==> src/rtl/piso_pkg.sv <==
// Shared types and defaults for the PISO shift serializer.
package piso_pkg;

  typedef enum logic [1:0] {
    IDLE   = 2'd0,
    SHIFT  = 2'd1,
    PARITY = 2'd2
  } state_t;

  localparam int DATA_W_DEFAULT = 8;

endpackage

==> src/rtl/shift_bit_counter.sv <==
// Beat counter with synchronous clear and enable; flags when the count reaches TERMINAL.
module shift_bit_counter #(
  parameter int CNT_W    = 4,
  parameter int TERMINAL = 7
) (
  input  logic clk,
  input  logic rst,
  input  logic clear,
  input  logic en,
  output logic tc
);

  logic [CNT_W-1:0] count;

  // NOTE: sequential state is always assigned with <= so every flop samples pre-edge values.
  always_ff @(posedge clk) begin
    if (rst || clear) begin
      count <= '0;
    end else if (en) begin
      count <= count + 1'b1;
    end
  end

  assign tc = (count == CNT_W'(TERMINAL));

endmodule

==> src/rtl/piso_shift_serializer.sv <==
// Parallel-in serial-out stage: LSB first, zero-fill right shift, valid/ready on both sides.
// Define PISO_PARITY_EN to append an even-parity beat after each word.
module piso_shift_serializer
  import piso_pkg::*;
#(
  parameter int DATA_W = DATA_W_DEFAULT
) (
  input  logic              clk,
  input  logic              rst,
  input  logic [DATA_W-1:0] in_data,
  input  logic              in_valid,
  output logic              in_ready,
  output logic              ser_out,
  output logic              ser_valid,
  input  logic              ser_ready,
  output logic              ser_last,
  output logic              busy
);

  localparam int CNT_W = $clog2(DATA_W + 1);

  state_t            state;
  logic [DATA_W-1:0] shreg;
  logic              cnt_tc;
  logic              load;
  logic              beat;

  assign in_ready = (state == IDLE) && !rst;
  assign load     = in_valid && in_ready;
  assign beat     = (state == SHIFT) && ser_ready;

  // Cleared on load and again after the final data beat, so the count never reaches DATA_W.
  shift_bit_counter #(
    .CNT_W   (CNT_W),
    .TERMINAL(DATA_W - 1)
  ) u_cnt (
    .clk  (clk),
    .rst  (rst),
    .clear(load || (beat && cnt_tc)),
    .en   (beat),
    .tc   (cnt_tc)
  );

`ifdef PISO_PARITY_EN
  logic parity_q;

  always_ff @(posedge clk) begin
    if (rst) begin
      state    <= IDLE;
      shreg    <= '0;
      parity_q <= 1'b0;
    end else begin
      case (state)
        IDLE: if (load) begin
          shreg    <= in_data;
          parity_q <= ^in_data;
          state    <= SHIFT;
        end
        SHIFT: if (ser_ready) begin
          shreg <= {1'b0, shreg[DATA_W-1:1]};
          if (cnt_tc) state <= PARITY;
        end
        PARITY: if (ser_ready) state <= IDLE;
        default: state <= IDLE;
      endcase
    end
  end

  assign ser_valid = (state == SHIFT) || (state == PARITY);
  assign ser_out   = (state == PARITY) ? parity_q : ((state == SHIFT) && shreg[0]);
  assign ser_last  = (state == PARITY);
`else
  always_ff @(posedge clk) begin
    if (rst) begin
      state <= IDLE;
      shreg <= '0;
    end else begin
      case (state)
        IDLE: if (load) begin
          shreg <= in_data;
          state <= SHIFT;
        end
        SHIFT: if (ser_ready) begin
          shreg <= {1'b0, shreg[DATA_W-1:1]};
          if (cnt_tc) state <= IDLE;
        end
        default: state <= IDLE;
      endcase
    end
  end

  assign ser_valid = (state == SHIFT);
  assign ser_out   = (state == SHIFT) && shreg[0];
  assign ser_last  = (state == SHIFT) && cnt_tc;
`endif

  assign busy = (state != IDLE);

endmodule

==> config.mk <==
export PLATFORM = sky130hd
export DESIGN_NAME = piso_shift_serializer
export DESIGN_NICKNAME = d
export VERILOG_FILES = /design/src/rtl/piso_pkg.sv /design/src/rtl/shift_bit_counter.sv /design/src/rtl/piso_shift_serializer.sv
export SDC_FILE = /design/constraint.sdc
export NUM_CORES = 1
export LEC_CHECK = 0
export BUFFER_PORTS_ARGS = -buffer_cell sky130_fd_sc_hd__clkbuf_2
export CORE_MARGIN = 4
export CORE_UTILIZATION = 48
export DETAILED_ROUTE_END_ITERATION = 16
export GPL_TIMING_DRIVEN = 1
export PLACE_DENSITY = 0.74
export SETUP_SLACK_MARGIN = 0.2
export SLEW_MARGIN = 30
export SYNTH_ARGS = -nofsm -noshare
export SYNTH_HDL_FRONTEND = slang
export SYNTH_SLANG_ARGS = --single-unit
==> constraint.sdc <==
create_clock -name clk -period 1.6 [get_ports clk]
set_clock_uncertainty 0.05 [all_clocks]
set_input_delay 0.08 -clock clk [delete_from_list [all_inputs] [get_ports clk]]
set_output_delay 0.08 -clock clk [all_outputs]
set_load 0.01 [all_outputs]
After elaboration in Yosys (flattened, before gate mapping)
Index checks and enable logic that the tools add are counted.
{ "word_totals": {"ff_bits": 14, "latch_bits": 0, "ram_bits": 0, "romBits": 0, "inputBits": 12, "out_inout_bits": 5, "word_cells": 30, "n_memories": 0} }
{ "classes": {"add_sub_neg": 1, "multipliers": 0, "n_div": 0, "order_cmp": 0, "n_eq_ne": 5, "n_shift": 0, "muxes": 7, "bitwise_logic": 0, "reduce_logical": 14} }
{ "ops": {"columns": ["operator", "n"], "rows": [
  ["$mux 8", 2],
  ["$pmux 8 s2", 1],
  ["$logic_and 1x1->1", 6],
  ["$mux 2", 3],
  ["$reduce_and 3->1", 2],
  ["$add 4x1->4 const B", 1],
  ["$eq 4x3->1 const B", 1],
  ["$ne 2x1->1 const B", 2],
  ["$pmux 2 s2", 1],
  ["$reduce_bool 2->1", 2],
  ["$eq 2x1->1 const B", 1],
  ["$logic_not 2->1", 1],
  ["$logic_or 1x1->1", 2],
  ["$ne 2x2->1 const B", 1],
  ["$logic_not 1->1", 1]
]} }

Logic depth before layout (Yosys ltp)
Gate-level depths: netlist of run 1.
{ "logic_depth": {"word_depth": 5, "mapped_depth": 5, "mapped_depth_nobuf": 4} }

By module
A second synthesis of run 1 with hierarchy kept.
{ "unflattened": {"cells_unflattened": 76, "hier_area_um2": 753.2} }
{ "modules_own_cells": {"columns": ["module", "n_inst", "cells_each", "area_per_inst_um2", "seq_area_each_um2"], "rows": [
  ["piso_shift_serializer", 1, 57, 568.0, 180.2],
  ["shift_bit_counter", 1, 19, 185.2, 80.1]
]} }

Least setup slack after synthesis of run 1
OpenSTA, ideal clock, no wires.
{ "synth_path": {"path_kind": "flip-flop to flip-flop", "from": "register u_cnt.count[0]", "to": "register u_cnt.count[1]", "setup_time_ns": 0.070, "arrival_time_ns": 1.221, "t_required_ns": 1.480, "path_slack_ns": 0.259, "stages_incl_launch_ff": 5, "n_path_buf": 0, "synth_period_minus_slack_ns": 1.341, "cell_sequence": "dfxtp_1 -> ha_1 -> and4b_4 -> or3b_1 -> a21oi_1"} }
{ "synth_between": {"elab_chain_len": 4, "word_cells_on_any_way": 5, "classes_between": "add/sub: 1; eq/ne: 1; reduce/logical: 3"} }
{ "synth_rtl": {"columns": ["element", "line_no", "rtl"], "rows": [
  ["from (decl)", "shift_bit_counter.sv:13", "logic [CNT_W-1:0] count;"],
  ["from (signal assigned)", "shift_bit_counter.sv:20", "count <= count + 1'b1;"],
  ["parallel branches: the longest is 4 deep, another holds $add 4x1->4", null, null]
]} }
Parallel ways; which one is timed is not known.
A chain may end at the register's enable or synchronous reset.

Worst setup path after layout of run 1
Ends and elaborated chain as after synthesis.

==> results of run 1 <==
metal layers:
metal  part of all wire, %  global-route usage [%]  vias to the layer above  wire (µm)
li1                      -                       -                      279          -
met1                    44                   14.95                      250        515
met2                    47                   20.93                       23        542
met3                   7.0                   4.878                        4         81
met4                   1.5                   7.229                        0         17
met5                     0                       0                        -          0
cells by family after synthesis:
kind of cell,synth area share (%)
buffers and inverters,6.758
XOR/XNOR,1.392
adder cells (fa/ha/maj),1.988
flip-flops,41.35
AND/OR/NAND/NOR,18.69
AO/OA/AOI/OAI,16.30
multiplexers,13.52
synthesized netlist by cell type:
library cell	number	share of area (%)
sky130_fd_sc_hd__buf_2	1	0.79
sky130_fd_sc_hd__inv_1	1	0.60
sky130_fd_sc_hd__clkbuf_1	1	0.60
sky130_fd_sc_hd__a21o_1	1	1.2
sky130_fd_sc_hd__or3_1	1	0.99
sky130_fd_sc_hd__mux2i_1	7	11
sky130_fd_sc_hd__buf_6	2	3.6
sky130_fd_sc_hd__and2_1	1	0.99
sky130_fd_sc_hd__nand2_1	6	3.6
sky130_fd_sc_hd__or3b_1	1	1.4
sky130_fd_sc_hd__a21oi_1	4	3.2
sky130_fd_sc_hd__o21ai_0	1	0.79
sky130_fd_sc_hd__ha_1	1	2.0
sky130_fd_sc_hd__a311oi_1	1	1.4
sky130_fd_sc_hd__o22a_1	1	1.4
sky130_fd_sc_hd__mux2_4	1	2.4
sky130_fd_sc_hd__or3b_2	1	1.4
sky130_fd_sc_hd__buf_4	1	1.2
sky130_fd_sc_hd__nand3_1	2	1.6
sky130_fd_sc_hd__a211oi_1	7	8.3
sky130_fd_sc_hd__and4b_4	1	2.2
sky130_fd_sc_hd__nor2_1	11	6.6
sky130_fd_sc_hd__dfxtp_1	13	41
sky130_fd_sc_hd__xor2_1	1	1.4
registers in the layout, summed over array words and instances, names as in the netlist:
name	flops
state	1
shreg	8
u_cnt.count	4
timing repair:
item	4_1_cts	5_1_grt
setup endpoints to repair	1	4
gates resized for setup	1	4
pin swaps	0	1
power by group through the flow:
stage / Clock [mW] / Combinational (mW) / Sequential, mW
global placement: 0 / 0.101 / 0.365
floorplan: 0 / 0.0788 / 0.362
global route: 0.217 / 0.116 / 0.361
detailed placement: 0 / 0.103 / 0.365
CTS: 0.201 / 0.103 / 0.358
finish: 0.196 / 0.103 / 0.359
cell type report:
| cell class | instances | area (µm²) |
|---|---|---|
| flip-flops and latches | 13 | 264.0 |
| well taps | 14 | 17.52 |
| inverters | 1 | 3.754 |
| repair buffers | 18 | 95.09 |
| multi-input cells | 49 | 332.8 |
| fillers | 106 | 431.7 |
| clock buffers | 4 | 26.28 |
worst max-delay path, stage by stage (launching register included):
cell	delay, ns
sky130_fd_sc_hd__dfxtp_2	0.34
sky130_fd_sc_hd__ha_2	0.19
sky130_fd_sc_hd__and4b_4	0.20
sky130_fd_sc_hd__or3b_1	0.38
sky130_fd_sc_hd__a21oi_1	0.13
final timing paths:
check,startpoint,endpoint,slack (ns),depth (start not counted)
worst max-delay path,u_cnt.count[0],u_cnt.count[1],0.24,4
worst max register to register,u_cnt.count[0],u_cnt.count[1],0.24,4
worst min-delay path,in_data[6],shreg[6],0.02,3
worst min register to register,u_cnt.count[0],u_cnt.count[0],0.43,2
stage by stage:
stage          instances  worst slack, ns
2_1_floorplan         68           0.2592
3_3_place_gp          95           0.2488
3_5_place_dp          95           0.2206
4_1_cts               99           0.2334
5_1_grt               99           0.1868
6_report              99           0.2416
==> run summary, run 1 <==
Most common cell after layout, fill and taps aside: sky130_fd_sc_hd__clkbuf_2. In this run the power spent charging and discharging nets is 0.1655 mW. For the worst setup path, the data arrival time is 1.50 ns. The run gives 4 as the number of optimization iterations in the first detailed-route pass.

The clock passes through at most 2 buffers. The worst setup path is captured at a flip-flop. The count of final max-slew check failures came out at 0. The root buffer cell chosen for the clock tree is sky130_fd_sc_hd__clkbuf_4. The insertion delay to the later sink of the worst-skew pair was 0.27 ns. Internal power comes to 0.4920 mW. After clock tree synthesis, the setup repair step added 0 buffers. The initial standard-cell utilization of the core was 53.74%.

The flow ran to the end, and the final reports show no timing, DRC or antenna violations. The first global-routing pass estimated 1897 µm of wire. Clock-pin slew was measured on the worst setup and hold paths at 0.08 ns. The floorplan step defined a die boundary enclosing 1955 µm².

Sequential cells burn 54.5% of the power. In the final layout, the share of cells above drive strength 1 is 34.12%. The post-cts hold buffer count is 0, and the total power density per cell area is 889.0 nW/µm². The initial antenna violation count was 0; the number of standard-cell rows in the floorplan was 12.

The warning count from the yosys run was 0; the count of unique library cells instantiated by Yosys was 24. The number of port buffers was 16; the highest net fanout along the worst path was 4. The number of antenna repair diodes was 0; the first-iteration detailed-routing DRC count was 3. The total overflow left after global routing is 0. After detailed routing, the number of vias per cell comes to 5.616.

The tools report the global-route usage over all layers as 13.09%. Setup total negative slack: 0 ns. For the combinational share of power, the log shows 15.6%. Setup repair after global routing could not meet its margin everywhere. Placed wire-length estimate: 866.6 µm. The tools report the total vias in the final route as 556. The worst setup path is launched from a flip-flop. The run gives 1158 µm as the routed wire length. Based on the critical path, the design can be clocked at up to 0.7362 GHz. After detailed routing, the average wire length per cell comes to 11.70 µm.

The transition time at the pin with the least slew margin works out to 0.2288 ns. For the total count of hold-check failures in the final report, the log shows 0. The post-synthesis to final-layout area growth works out to 17.49%.

The clock period could shrink to 1.358 ns. In the layout the commonest cells are sky130_fd_sc_hd__clkbuf_2 (16), sky130_fd_sc_hd__nor2_1 (11), sky130_fd_sc_hd__dfxtp_1 (10), sky130_fd_sc_hd__mux2i_1 (7), sky130_fd_sc_hd__a211oi_1 (7). The classification of the worst setup path was reg2reg. After detailed routing, the number of remaining DRC violations is 0.

The number of endpoints failing setup at the final stage came out at 0. The chip height works out to 44.21 µm. Data on the critical path is required at its endpoint by 1.75 ns. Hold timing on the final database bottoms out at a slack of 0.02491 ns. The net count after synthesis came out at 81. Routability-driven placement finished with a final weighted congestion of 0.7236. Cells fill 63.14% of the core in the end. The worst-case IR drop observed on VDD is 0.5488 mV.

The max-capacitance violation count was 0; the number of nets in the layout was 99. The cell area that synthesis handed to floorplanning was 629.4 µm². After synthesis the netlist holds a flip-flop and latch count of 13.

In this run the standard cell core region covers 1171 µm². After synthesis, the mean cell area works out to 9.255 µm². The width of the die is 44.21 µm, and the sequential area share after synthesis is 41.35%.

Net switching is 25.17% of the power. In the finished design, the share of the clock period the worst path needs comes to 84.90%. The logs give 15 for the largest net degree at the start of global routing and 13 for the number of sinks on the clock net. After layout, the design draws a total of 0.6574 mW. During I/O placement, the number of pins put on the boundary was 17.

The maximum level of the CTS H-tree is 1, and the synthesized instance count is 68. TritonCTS built the clock tree. The clock network accounts for 29.8% of the total power. Once detail routing completed, the nets flagged for antenna violations numbered 0. For the final cell area excluding filler cells, the log shows 739.5 µm².

The worst pin sits at a relative slew slack of 84.75%. The logs give 3 for the number of buffers inserted during clock tree synthesis and 703.2 µm² for the post-place instance area. The number of global-route vias before repair came out at 491. Worst hold-check path type: in2reg. For this design the static power due to leakage is 0.3161 nW.
Power figures use the tool's default switching activity.
==> run 2, diff against run 1 <==
Settings changed: ABC_AREA set to 1, CORE_ASPECT_RATIO set to 0.9, CORE_UTILIZATION 48 to 46, PLACE_DENSITY 0.74 to 0.72.
Clock period 1.6 ns to 1.22 ns, I/O delays scaled along.
==> run summary, run 2 <==
The flow ran to the end, but the final reports show violations. The final reports fail on negative setup slack. The tools report the total vias in the final route as 791 (+42%). The run gives 126 (+56%) as the net count after synthesis. The global-route wire length before repair is 3367 µm (+77%), and the worst endpoint required time is 1.35 ns (-0.40 ns).

The average wire length per cell after detail routing was 12.46 µm (+6.5%); the number of standard-cell rows in the floorplan was 13 (+1). Most common flop cell mapped by yosys: sky130_fd_sc_hd__dfxtp_1. The number of cell instances on the worst register-to-register path was 6 (+2).

The register-to-register path setup slack was -0.03 ns (-0.27 ns); the max-capacitance violation count was 0 (unchanged). The area growth from synthesis to layout is 35.37%. The mux contribution to synthesized area works out to 0% (-14 points). The area share of the largest cell type after synthesis is 33.44% (-7.9 points).

The tools report the worst max-slew margin expressed relative to the limit as 78.52% (-6.2 points). The tools report the worst path arrival time as 1.38 ns (-0.12 ns). Ranked by flip-flop count, first place goes to shreg. The number of optimization iterations in the first detailed-route pass is 3 (-1), and the post-synthesis register bit count is 13 (unchanged). For the number of endpoints failing setup at the final stage, the log shows 7 (+7). The run gives 1054 µm² (+42%) as the final cell area excluding filler cells.

The largest total area in the synthesized netlist belongs to sky130_fd_sc_hd__dfxtp_1. The transition time at the pin with the least slew margin was 0.3223 ns (+0.09344 ns); the ratio of cells with drive above 1 in the final layout was 43.80% (+9.7 points). For the residual overflow from global routing, the log shows 0 (unchanged). After synthesis, the cell types taking the most area are sky130_fd_sc_hd__dfxtp_1 (33%), sky130_fd_sc_hd__nand2_1 (17%), sky130_fd_sc_hd__inv_1 (5.8%). The count of final max-slew check failures is 0 (unchanged).

The run gives 151 (+53%) as the number of nets in the layout. The combinational family with the most area after synthesis was simple AND/OR/NAND/NOR gates. The tools report the number of nets with antenna violations after routing as 0 (unchanged). The commonest cells after synthesis are sky130_fd_sc_hd__nand2_1 (36), sky130_fd_sc_hd__dfxtp_1 (13), sky130_fd_sc_hd__inv_1 (12), sky130_fd_sc_hd__nor2_1 (11). The width of the die was 51.36 µm (+16%). The initial standard-cell utilization of the core was 51.45% (-2.3 points). The cell chosen for the clock root is sky130_fd_sc_hd__clkbuf_4. The run gives 0 (unchanged) as the number of antenna repair diodes.

The tightest min-delay check is of the in2reg type. The sequential cell area in the final layout was 267.8 µm² (+1.4%); the synthesized area per cell was 6.887 µm² (-26%). The via-per-instance ratio was 4.975 (-11%).

The worst setup margin was -0.03174 ns (-0.2734 ns); the flip-flop count of the largest register after layout was 8 (unchanged). The run gives 113 (+66%) as the synthesized instance count. The total count of hold-check failures in the final report was 0 (unchanged); the compound-gate portion of the synthesized area was 12.38% (-3.9 points).

The maximum level of the CTS H-tree is 1 (unchanged), and the clock edge transition at the registers on the reported setup and hold paths is 0.09 ns (about the same). The tools report the number of primary I/O pins as 17 (unchanged). The number of buffers inserted during clock tree synthesis is 3 (unchanged), and the minimum period implied by the final worst setup slack is 1.252 ns (-0.1066 ns). Basic-gate share of the synthesized area counting and, or, nand and nor cells: 39.23% (+21 points).

The run gives 1176 µm (+36%) as the placed wire-length estimate. The final clock period utilization by the worst path is 102.6% (+18 points). The total power density per cell area is 966.0 nW/µm² (+8.7%).

For the warning count from the yosys run, the log shows 0 (unchanged). The logs give 0 (unchanged) for the post-route DRC violation count and 0.7989 GHz (+8.5%) for the achievable frequency. TritonCTS built the clock tree. For the insertion delay to the later sink of the worst-skew pair, the log shows 0.29 ns (+0.02 ns).

The number of enable-type register cells in the synthesized netlist is 0 (unchanged), and the mapped cell area is 778.2 µm² (+24%). The initial antenna violation count was 0 (unchanged); the maximum buffer depth of the clock tree was 2 (unchanged). The highest net fanout along the worst path came out at 8 (+4).

Setup total negative slack: -0.09992 ns (-0.09992 ns). The number of global-route vias before repair is 764 (+56%), and the fraction of synthesis flops using an asynchronous set or reset pin is 0% (unchanged). In the layout the commonest cells are sky130_fd_sc_hd__nand2_1 (36), sky130_fd_sc_hd__clkbuf_2 (14), sky130_fd_sc_hd__inv_1 (11), sky130_fd_sc_hd__nor2_1 (10). The setup path with the least slack is of type reg2reg.

Setup repair after global routing could not meet its margin everywhere. First-iteration detailed-routing DRC count: 13 (+10). For the multi-input combinational cell area, the log shows 505.5 µm² (+52%). The number of port buffers was 16 (unchanged). The run gives 19.36% (+6.3 points) as the global-route usage over all layers.

The tightest hold margin was 0.02867 ns (+0.003756 ns). The cell depth of the worst hold path came out at 2 (-1). The most frequently used cell type in the post-synthesis netlist was sky130_fd_sc_hd__nand2_1.

The placeable core area is 1513 µm² (+29%), and the largest net degree at the start of global routing is 10 (-5). The number of fill cells was 130 (+23%); the sequential area share after synthesis was 33.44% (-7.9 points). The routed wire length was 1981 µm (+71%); the fraction of the core area covered by cells at the end of the flow was 69.64% (+6.5 points). The adder-cell share of the synthesized area came out at 1.608% (-0.38 points).

Type of element launching the critical path: a flip-flop. The tools report the peak supply drop as 0.6620 mV (+21%). Weighted congestion reported at the end of routability-driven placement: 0.7741 (+7.0%). The chip height was 47.02 µm (+6.4%); the area of the die was 2415 µm² (+24%).

The run gives 0.5082 nW (+61%) as the reported leakage power. The post-synthesis share of cell area spent on xor and xnor gates works out to 0% (-1.4 points). Leaving out fill and tap cells, the most frequent cell in the layout is sky130_fd_sc_hd__nand2_1. The largest registers in the layout are shreg: 8 flops, u_cnt.count: 4 flops, state: 1 flops. The tools report the sort of element at the end of the critical path as a flip-flop.

The post-place instance area was 868.3 µm² (+23%). The count of unique library cells instantiated by Yosys came out at 24 (unchanged). The number of sinks on the clock net was 13 (unchanged).
## run 2: what timing repair did
action / CTS / global route
pin swaps: 3 / 2
buffers inserted: 4 / 0
resized for setup: 19 / 9
hold buffers: 1 / 0
gates cloned: 1 / 0
endpoints found under the hold margin: 1 / 0
endpoints found under the setup margin: 16 / 18
## run 2: critical path, cell delays in order (launching register included)
cell and delay (ns):
sky130_fd_sc_hd__dfxtp_4 0.38, sky130_fd_sc_hd__buf_4 0.15, sky130_fd_sc_hd__nor2_4 0.13, sky130_fd_sc_hd__buf_12 0.14, sky130_fd_sc_hd__nand2_8 0.08, sky130_fd_sc_hd__a21oi_2 0.15, sky130_fd_sc_hd__nor2_1 0.06
## run 2: cell families (layout without fill, tap and decap cells)
family                     after synthesis  count (layout)
and+or+nand+nor                         65              66
buffers and inverters                   19              42
AOI/OAI and AO/OA                       15              15
DFF                                     13              13
adders and majority gates                1               1
## run 2: final cells by class
type | instances | area share (%)
Inverter | 14 | 5.463
Tap cell | 22 | 2.613
Clock buffer | 4 | 2.494
Multi-Input combinational cell | 82 | 47.98
Sequential cell | 13 | 25.42
Timing Repair Buffer | 24 | 16.03
## run 2: layer usage
layer,vias to the layer above,track usage [%],share of wire (%)
li1,404,-,-
met1,364,22.35,46
met2,19,34.45,47
met3,4,7.619,5.7
met4,0,4.712,0.66
met5,-,0,0
## run 2: final timing paths
path | start | endpoint
min reg2reg | u_cnt.count[1] | u_cnt.count[1]
min | rst | shreg[7]
max | state[0] | shreg[4]
max reg2reg | state[0] | shreg[4]
## run 2: where the power goes
group	internal, mW	switching [mW]	total (mW)
Combinational	0.114	0.149	0.263
Clock	0.127	0.157	0.284
Sequential	0.452	0.0190	0.471
## run 2: per-stage QoR
stage | worst slack [ns] | power, mW | instances
2_1_floorplan | 0.1720 | 0.6178 | 113
3_3_place_gp | 0.1040 | 0.6613 | 149
3_5_place_dp | 0.06991 | 0.6660 | 149
4_1_cts | -0.04816 | 1.005 | 159
5_1_grt | -0.09432 | 1.068 | 159
6_report | -0.03174 | 1.018 | 159
